<file path="config.mk">
export PLATFORM = sky130hd
export DESIGN_NAME = rf_wb_arbiter
export DESIGN_NICKNAME = d
export VERILOG_FILES = /design/src/rtl/rf_wb_arbiter_pkg.sv /design/src/rtl/wb_fifo.sv /design/src/rtl/rf_wb_arbiter.sv
export SDC_FILE = /design/constraint.sdc
export NUM_CORES = 1
export LEC_CHECK = 0
export CORE_ASPECT_RATIO = 0.6
export CORE_MARGIN = 2
export CORE_UTILIZATION = 46
export CTS_CLUSTER_SIZE = 20
export DETAILED_ROUTE_END_ITERATION = 8
export GPL_TIMING_DRIVEN = 0
export PLACE_DENSITY = 0.77
export SETUP_SLACK_MARGIN = 0.2
export SLEW_MARGIN = 25
export SYNTH_ARGS = -nofsm -noshare
export SYNTH_HDL_FRONTEND = slang
export SYNTH_SLANG_ARGS = --single-unit
</file>
<file path="constraint.sdc">
create_clock -name clk -period 6.5 [get_ports clk]
set_input_delay 1.625 -clock clk [delete_from_list [all_inputs] [get_ports clk]]
set_output_delay 1.625 -clock clk [all_outputs]
set_load 0.005 [all_outputs]
</file>
<file path="src/rtl/rf_wb_arbiter_pkg.sv">
// Shared types for the register-file write-port arbiter.
// Holds the buffered-write record and the address-match helper used by the lookups.
package rf_wb_arbiter_pkg;

    localparam int REG_ADDR_W = 5;
    localparam int REG_DATA_W = 32;
    localparam logic [REG_ADDR_W-1:0] REG_ZERO = 5'd0;

    typedef struct packed {
        logic                  live;
        logic [REG_ADDR_W-1:0] addr;
        logic [REG_DATA_W-1:0] data;
    } wb_entry_t;

    // $0 never reports as pending, whatever the buffer holds.
    function automatic logic entry_hit(input wb_entry_t e, input logic occ,
                                       input logic [REG_ADDR_W-1:0] a);
        return occ && e.live && (a != REG_ZERO) && (e.addr == a);
    endfunction

endpackage

</file>
<file path="src/rtl/wb_fifo.sv">
// Circular buffer of MDU results with per-entry live bits.
// Entries can be squashed by address; squashed entries still occupy a slot until popped.
module wb_fifo
    import rf_wb_arbiter_pkg::*;
#(
    parameter int DEPTH = 2
) (
    input  logic                  clk,
    input  logic                  reset,
    input  logic                  push,
    input  logic [REG_ADDR_W-1:0] push_addr,
    input  logic [REG_DATA_W-1:0] push_data,
    input  logic                  pop,
    input  logic                  squash_en,
    input  logic [REG_ADDR_W-1:0] squash_addr,
    input  logic [REG_ADDR_W-1:0] q1_addr,
    input  logic [REG_ADDR_W-1:0] q2_addr,
    output logic                  full,
    output logic                  head_occ,
    output logic                  head_live,
    output logic [REG_ADDR_W-1:0] head_addr,
    output logic [REG_DATA_W-1:0] head_data,
    output logic                  q1_hit,
    output logic                  q2_hit
);

    localparam int PW = $clog2(DEPTH);

    wb_entry_t        mem [DEPTH];
    logic [DEPTH-1:0] occ;
    logic [PW-1:0]    rd_ptr;
    logic [PW-1:0]    wr_ptr;
    logic [PW:0]      count;
    logic             push_ok;
    logic             pop_ok;

    assign full      = (count == (PW+1)'(DEPTH));
    assign push_ok   = push && !full;
    assign pop_ok    = pop && occ[rd_ptr];
    assign head_occ  = occ[rd_ptr];
    assign head_live = occ[rd_ptr] && mem[rd_ptr].live;
    assign head_addr = mem[rd_ptr].addr;
    assign head_data = mem[rd_ptr].data;

    always_comb begin
        q1_hit = 1'b0;
        q2_hit = 1'b0;
        for (int i = 0; i < DEPTH; i++) begin
            q1_hit = q1_hit | entry_hit(mem[i], occ[i], q1_addr);
            q2_hit = q2_hit | entry_hit(mem[i], occ[i], q2_addr);
        end
    end

    // Pointers wrap naturally because DEPTH is a power of two.
    always_ff @(posedge clk or posedge reset) begin
        if (reset) begin
            occ    <= '0;
            rd_ptr <= '0;
            wr_ptr <= '0;
            count  <= '0;
            for (int i = 0; i < DEPTH; i++) mem[i] <= '0;
        end else begin
            for (int i = 0; i < DEPTH; i++) begin
                if (squash_en && occ[i] && (mem[i].addr == squash_addr))
                    mem[i].live <= 1'b0;
            end
            if (pop_ok) begin
                occ[rd_ptr] <= 1'b0;
                rd_ptr      <= rd_ptr + 1'b1;
            end
            // The slot being written is unoccupied, so a same-cycle squash never reaches it.
            if (push_ok) begin
                mem[wr_ptr] <= '{live: 1'b1, addr: push_addr, data: push_data};
                occ[wr_ptr] <= 1'b1;
                wr_ptr      <= wr_ptr + 1'b1;
            end
            count <= count + (PW+1)'(push_ok) - (PW+1)'(pop_ok);
        end
    end

endmodule

</file>
<file path="src/rtl/rf_wb_arbiter.sv">
// Owns the register-file write port: pipeline writeback wins, buffered MDU results fill gaps.
// Also reports registers whose values are still sitting in the MDU buffer.
module rf_wb_arbiter
    import rf_wb_arbiter_pkg::*;
#(
    parameter int DEPTH = 2,
    parameter int CNTW  = 16
) (
    input  logic                  clk,
    input  logic                  reset,
    input  logic                  wb_we,
    input  logic [REG_ADDR_W-1:0] wb_addr,
    input  logic [REG_DATA_W-1:0] wb_data,
    input  logic                  mdu_valid,
    output logic                  mdu_ready,
    input  logic [REG_ADDR_W-1:0] mdu_addr,
    input  logic [REG_DATA_W-1:0] mdu_data,
    input  logic [REG_ADDR_W-1:0] q1_addr,
    input  logic [REG_ADDR_W-1:0] q2_addr,
    output logic                  q1_pend,
    output logic                  q2_pend,
    output logic                  RegWriteW,
    output logic [REG_ADDR_W-1:0] A3,
    output logic [REG_DATA_W-1:0] WD,
    output logic [CNTW-1:0]       conflict_cnt
);

    logic                  full;
    logic                  head_occ;
    logic                  head_live;
    logic [REG_ADDR_W-1:0] head_addr;
    logic [REG_DATA_W-1:0] head_data;
    logic                  q1_hit;
    logic                  q2_hit;
    logic                  wb_claim;
    logic                  push;
    logic                  pop;

    assign wb_claim  = wb_we && (wb_addr != REG_ZERO);
    assign mdu_ready = !full && !reset;
    // A result for $0 is handshaken but dropped here.
    assign push      = mdu_valid && mdu_ready && (mdu_addr != REG_ZERO);
    assign pop       = !wb_claim && head_occ;
    assign q1_pend   = q1_hit && !reset;
    assign q2_pend   = q2_hit && !reset;

    wb_fifo #(.DEPTH(DEPTH)) u_fifo (
        .clk        (clk),
        .reset      (reset),
        .push       (push),
        .push_addr  (mdu_addr),
        .push_data  (mdu_data),
        .pop        (pop),
        .squash_en  (wb_claim),
        .squash_addr(wb_addr),
        .q1_addr    (q1_addr),
        .q2_addr    (q2_addr),
        .full       (full),
        .head_occ   (head_occ),
        .head_live  (head_live),
        .head_addr  (head_addr),
        .head_data  (head_data),
        .q1_hit     (q1_hit),
        .q2_hit     (q2_hit)
    );

    always_ff @(posedge clk or posedge reset) begin
        if (reset) begin
            RegWriteW    <= 1'b0;
            A3           <= '0;
            WD           <= '0;
            conflict_cnt <= '0;
        end else begin
            if (wb_claim) begin
                RegWriteW <= 1'b1;
                A3        <= wb_addr;
                WD        <= wb_data;
                if (head_live && (conflict_cnt != {CNTW{1'b1}}))
                    conflict_cnt <= conflict_cnt + 1'b1;
            end else if (head_live) begin
                RegWriteW <= 1'b1;
                A3        <= head_addr;
                WD        <= head_data;
            end else begin
                // Squashed heads pop silently; A3/WD keep their last values.
                RegWriteW <= 1'b0;
            end
        end
    end

endmodule

</file>
==> metrics.txt <==
# TYPE chip_impl_metric gauge
chip_impl_metric{name="finish.instance_area",unit="mm2"} 0.00869
chip_impl_metric{name="worst_setup_hold_path_clk_slew",unit="ns"} 0.05
chip_impl_metric{name="final_antenna_net_count",unit=""} 0
chip_impl_info{name="top_post_synthesis_cells_by_count",value="dfrtp_1, mux2_2, nand2_1"} 1
chip_impl_metric{name="final_min_period_over_clock_period",unit="%"} 79.3
chip_impl_metric{name="drc_errors",unit=""} 0
chip_impl_metric{name="finalClockSkew",unit="ns"} 0.0134
chip_impl_metric{name="synth_cell_type_count",unit=""} 39
chip_impl_metric{name="timing.final.hold_violations",unit=""} 0
chip_impl_metric{name="count_of_input_and_output_buffers",unit=""} 144
chip_impl_info{name="setup_repair_after_global_routing_missed_its_margin",value="no"} 1
chip_impl_metric{name="number_of_global_route_vias_before_repair",unit=""} 5025
chip_impl_metric{name="worst_pin_slew",unit="ns"} 0.808
chip_impl_metric{name="worst-endpoint-required",unit="ns"} 4.88
chip_impl_metric{name="via_count",unit=""} 4928
chip_impl_metric{name="final_period_minus_worst_setup_slack",unit="ns"} 5.16
chip_impl_metric{name="synth-seq-area-share",unit="%"} 53.5
chip_impl_info{name="hp_class",value="flop to flop"} 1
chip_impl_info{name="endpoint_kind",value="primary output"} 1
chip_impl_metric{name="die_width",unit="um"} 156
chip_impl_info{name="netlist_top_cells_area",value="dfrtp_1, mux2_2, mux2i_1"} 1
chip_impl_metric{name="drive_gt1_share",unit="%"} 16.5
chip_impl_metric{name="max_stage_delay",unit="ns"} 0.55
chip_impl_metric{name="overflow",unit=""} 0
chip_impl_info{name="worstSetupStartpointType",value="input pin"} 1
chip_impl_metric{name="flip_flop_and_latch_count_after_synthesis",unit=""} 136
chip_impl_metric{name="core_region_area",unit="mm2"} 0.0136
chip_impl_metric{name="globalRouteTotalUtil",unit="%"} 23.5
chip_impl_metric{name="synthesis.area_per_instance",unit="um2"} 11.5
chip_impl_metric{name="start_util",unit="%"} 46.8
chip_impl_metric{name="largest_net_degree_at_the_start_of_global_routing",unit=""} 36
chip_impl_info{name="tritoncts",value="yes"} 1
chip_impl_metric{name="post-synth-top-area-fraction",unit="%"} 53.5
chip_impl_metric{name="fp.dieH",unit="um"} 95.1
chip_impl_metric{name="cts_buffers",unit=""} 17
chip_impl_metric{name="post_drt_via_cell_ratio",unit=""} 5.42
chip_impl_metric{name="total_iterations_of_the_first_detailed_routing_run",unit=""} 5
chip_impl_metric{name="rows",unit=""} 33
chip_impl_metric{name="dieArea",unit="mm2"} 0.0148
chip_impl_metric{name="antennaDiodeCount",unit=""} 0
chip_impl_metric{name="ir_worst_vdd",unit="uV"} 201
chip_impl_metric{name="postSynth.asyncResetShare",unit="%"} 100
chip_impl_metric{name="post_cts.repair.setup_buffers",unit=""} 0
chip_impl_info{name="setup.worst_path.class",value="input pin to primary output"} 1
chip_impl_metric{name="grt_antenna_before_repair",unit=""} 1
chip_impl_metric{name="post-dp-hpwl",unit="um"} 12500
chip_impl_metric{name="slew-limit-headroom",unit="%"} 46.2
chip_impl_info{name="path_common_cell",value="clkdlybuf4s50_1"} 1
chip_impl_metric{name="wire_per_inst",unit="um"} 18.3
chip_impl_metric{name="design.portCount",unit=""} 145
chip_impl_metric{name="post_synth_instance_area",unit="mm2"} 0.00636
chip_impl_metric{name="fillers",unit=""} 1036
chip_impl_info{name="synth_ff_type",value="dfrtp_1"} 1
chip_impl_info{name="yosys.cell_count.top_type",value="dfrtp_1"} 1
chip_impl_metric{name="p_leak",unit="nW"} 3.74
chip_impl_metric{name="layoutNonFillerInstCount",unit=""} 909
chip_impl_metric{name="synthesis.yosys.warnings",unit=""} 0
chip_impl_metric{name="syn_inst",unit=""} 554
chip_impl_metric{name="critical_path.max_fanout",unit=""} 4
chip_impl_metric{name="postPlaceCellArea",unit="mm2"} 0.00810
chip_impl_metric{name="critPathArrivalTime",unit="ns"} 3.53
chip_impl_metric{name="cts_buffer_depth",unit=""} 2
chip_impl_metric{name="place_congestion",unit=""} 0.968
chip_impl_info{name="crit_path_cell_trace",value="clkdlybuf4s50_1, xor2_1, nor4_1, nand4_1, a221oi_1, clkdlybuf4s50_1"} 1
chip_impl_info{name="cts.root.buffer_cell",value="clkbuf_16"} 1
chip_impl_info{name="path_delay_family",value="buffers and inverters"} 1
chip_impl_info{name="critical_path.slowest_cell",value="clkdlybuf4s50_1"} 1
chip_impl_metric{name="totalNegativeSetupSlack",unit="ns"} 0
chip_impl_metric{name="ctsHoldBuffers",unit=""} 0
chip_impl_metric{name="h-tree-depth",unit=""} 4
chip_impl_metric{name="timing.final.max_slew_violations",unit=""} 0
chip_impl_metric{name="clk_latency",unit="ns"} 0.41
chip_impl_metric{name="drtIter0Drc",unit=""} 331
chip_impl_metric{name="number_of_buffers_and_inverters_on_the_critical_path",unit=""} 2
chip_impl_metric{name="syn-num-nets",unit=""} 644
chip_impl_metric{name="fmax",unit="GHz"} 0.194
chip_impl_metric{name="cts_resized",unit=""} 0
chip_impl_metric{name="design.final.nets",unit=""} 811
chip_impl_metric{name="post-place-cells",unit=""} 877
chip_impl_metric{name="routed_wl",unit="um"} 16600
chip_impl_metric{name="cap_violations",unit=""} 0
chip_impl_metric{name="synth_enable_flop_cells",unit=""} 0
chip_impl_metric{name="first_pass_grt_wire_length",unit="um"} 26600
chip_impl_metric{name="timing.final.setup_violations",unit=""} 0
chip_impl_metric{name="areaGrowthSynthToFinish",unit="%"} 36.7
chip_impl_info{name="synth_area_leader_cell",value="dfrtp_1"} 1
chip_impl_metric{name="power.density_cell_area",unit="mW/mm2"} 444
chip_impl_info{name="run_status",value="finished, final reports clean"} 1
chip_impl_metric{name="clkSinkCount",unit=""} 136
-- metrics by stage --
| stage | utilization [%] | power (W) | hold WS (ns) | setup slack [ns] |
|---|---|---|---|---|
| 4_1_cts | 64.0 | 0.00388 | 0.480 | 1.35 |
| 6_report | 64.0 | 0.00386 | 0.485 | 1.34 |
| 3_3_place_gp | 59.1 | 0.00281 | 0.463 | -0.819 |
| 5_1_grt | 64.0 | 0.00409 | 0.489 | 1.25 |
| 2_1_floorplan | - | 0.00231 | 0.450 | 0.990 |
| 3_5_place_dp | 59.6 | 0.00290 | 0.468 | 1.36 |
-- worst paths after layout --
path / cells after the start / endpoint / start / slack (ns)
worst max-delay path: 6 / q2_pend / q2_addr[2] / 1.34
min in group asynchronous: 2 / conflict_cnt[2] / reset / 1.70
worst min-delay path: 1 / u_fifo.mem[75] / u_fifo.mem[75] / 0.48
worst max register to register: 8 / WD[3] / u_fifo.rd_ptr / 4.17
worst min register to register: 1 / u_fifo.mem[75] / u_fifo.mem[75] / 0.48
max in group asynchronous: 5 / conflict_cnt[12] / reset / 3.87
-- layout make-up --
cell class | instances | area, um2 | area share, %
clock inverter | 8 | 120 | 1.38
inverter | 5 | 22.5 | 0.259
timing repair buffer | 148 | 1520 | 17.5
clock buffer | 24 | 472 | 5.43
buffer | 29 | 138 | 1.58
sequential | 136 | 3400 | 39.1
tap | 175 | 219 | 2.52
multi-input combinational | 384 | 2800 | 32.2
-- logic make-up (layout without fill, tap and decap cells) --
group / count (synthesis) / after routing / share of synthesized area, %
DFF: 136 / 136 / 53.5
and+or+nand+nor: 129 / 129 / 9.25
muxes: 113 / 113 / 19.8
AOI/OAI and AO/OA: 94 / 94 / 8.28
xor gates and xnor gates: 46 / 46 / 6.34
buffers and inverters: 34 / 214 / 2.46
adders and majority gates: 2 / 2 / 0.393
-- where the power goes --
part           leakage (nW)  switching (W)  internal, W
logic                  1.80       0.000628     0.000768
registers              1.65       0.000284      0.00121
clock network         0.284       0.000345     0.000622
total                  3.74        0.00126      0.00260
-- layout by cell type (no fill, tap or decap), types with 17 or more instances in the layout --
master and instances:
clkdlybuf4s50_1 144, dfrtp_1 136, mux2_2 68, nand2_1 52
o21ai_0 42, nor2_1 39, a21oi_1 38, mux2i_1 37
xor2_1 23, clkbuf_1 23, xnor2_1 23, clkbuf_16 17
-- per-layer routing --
metal	vias to the layer above	part of all wire (%)	track usage, %
met2	174	44	37.2
met3	13	8.4	7.73
li1	2293	-	-
met1	2448	47	32.1
met4	0	0.52	4.59
met5	-	0	0
Note: power is estimated with default switching activity, not from simulation.
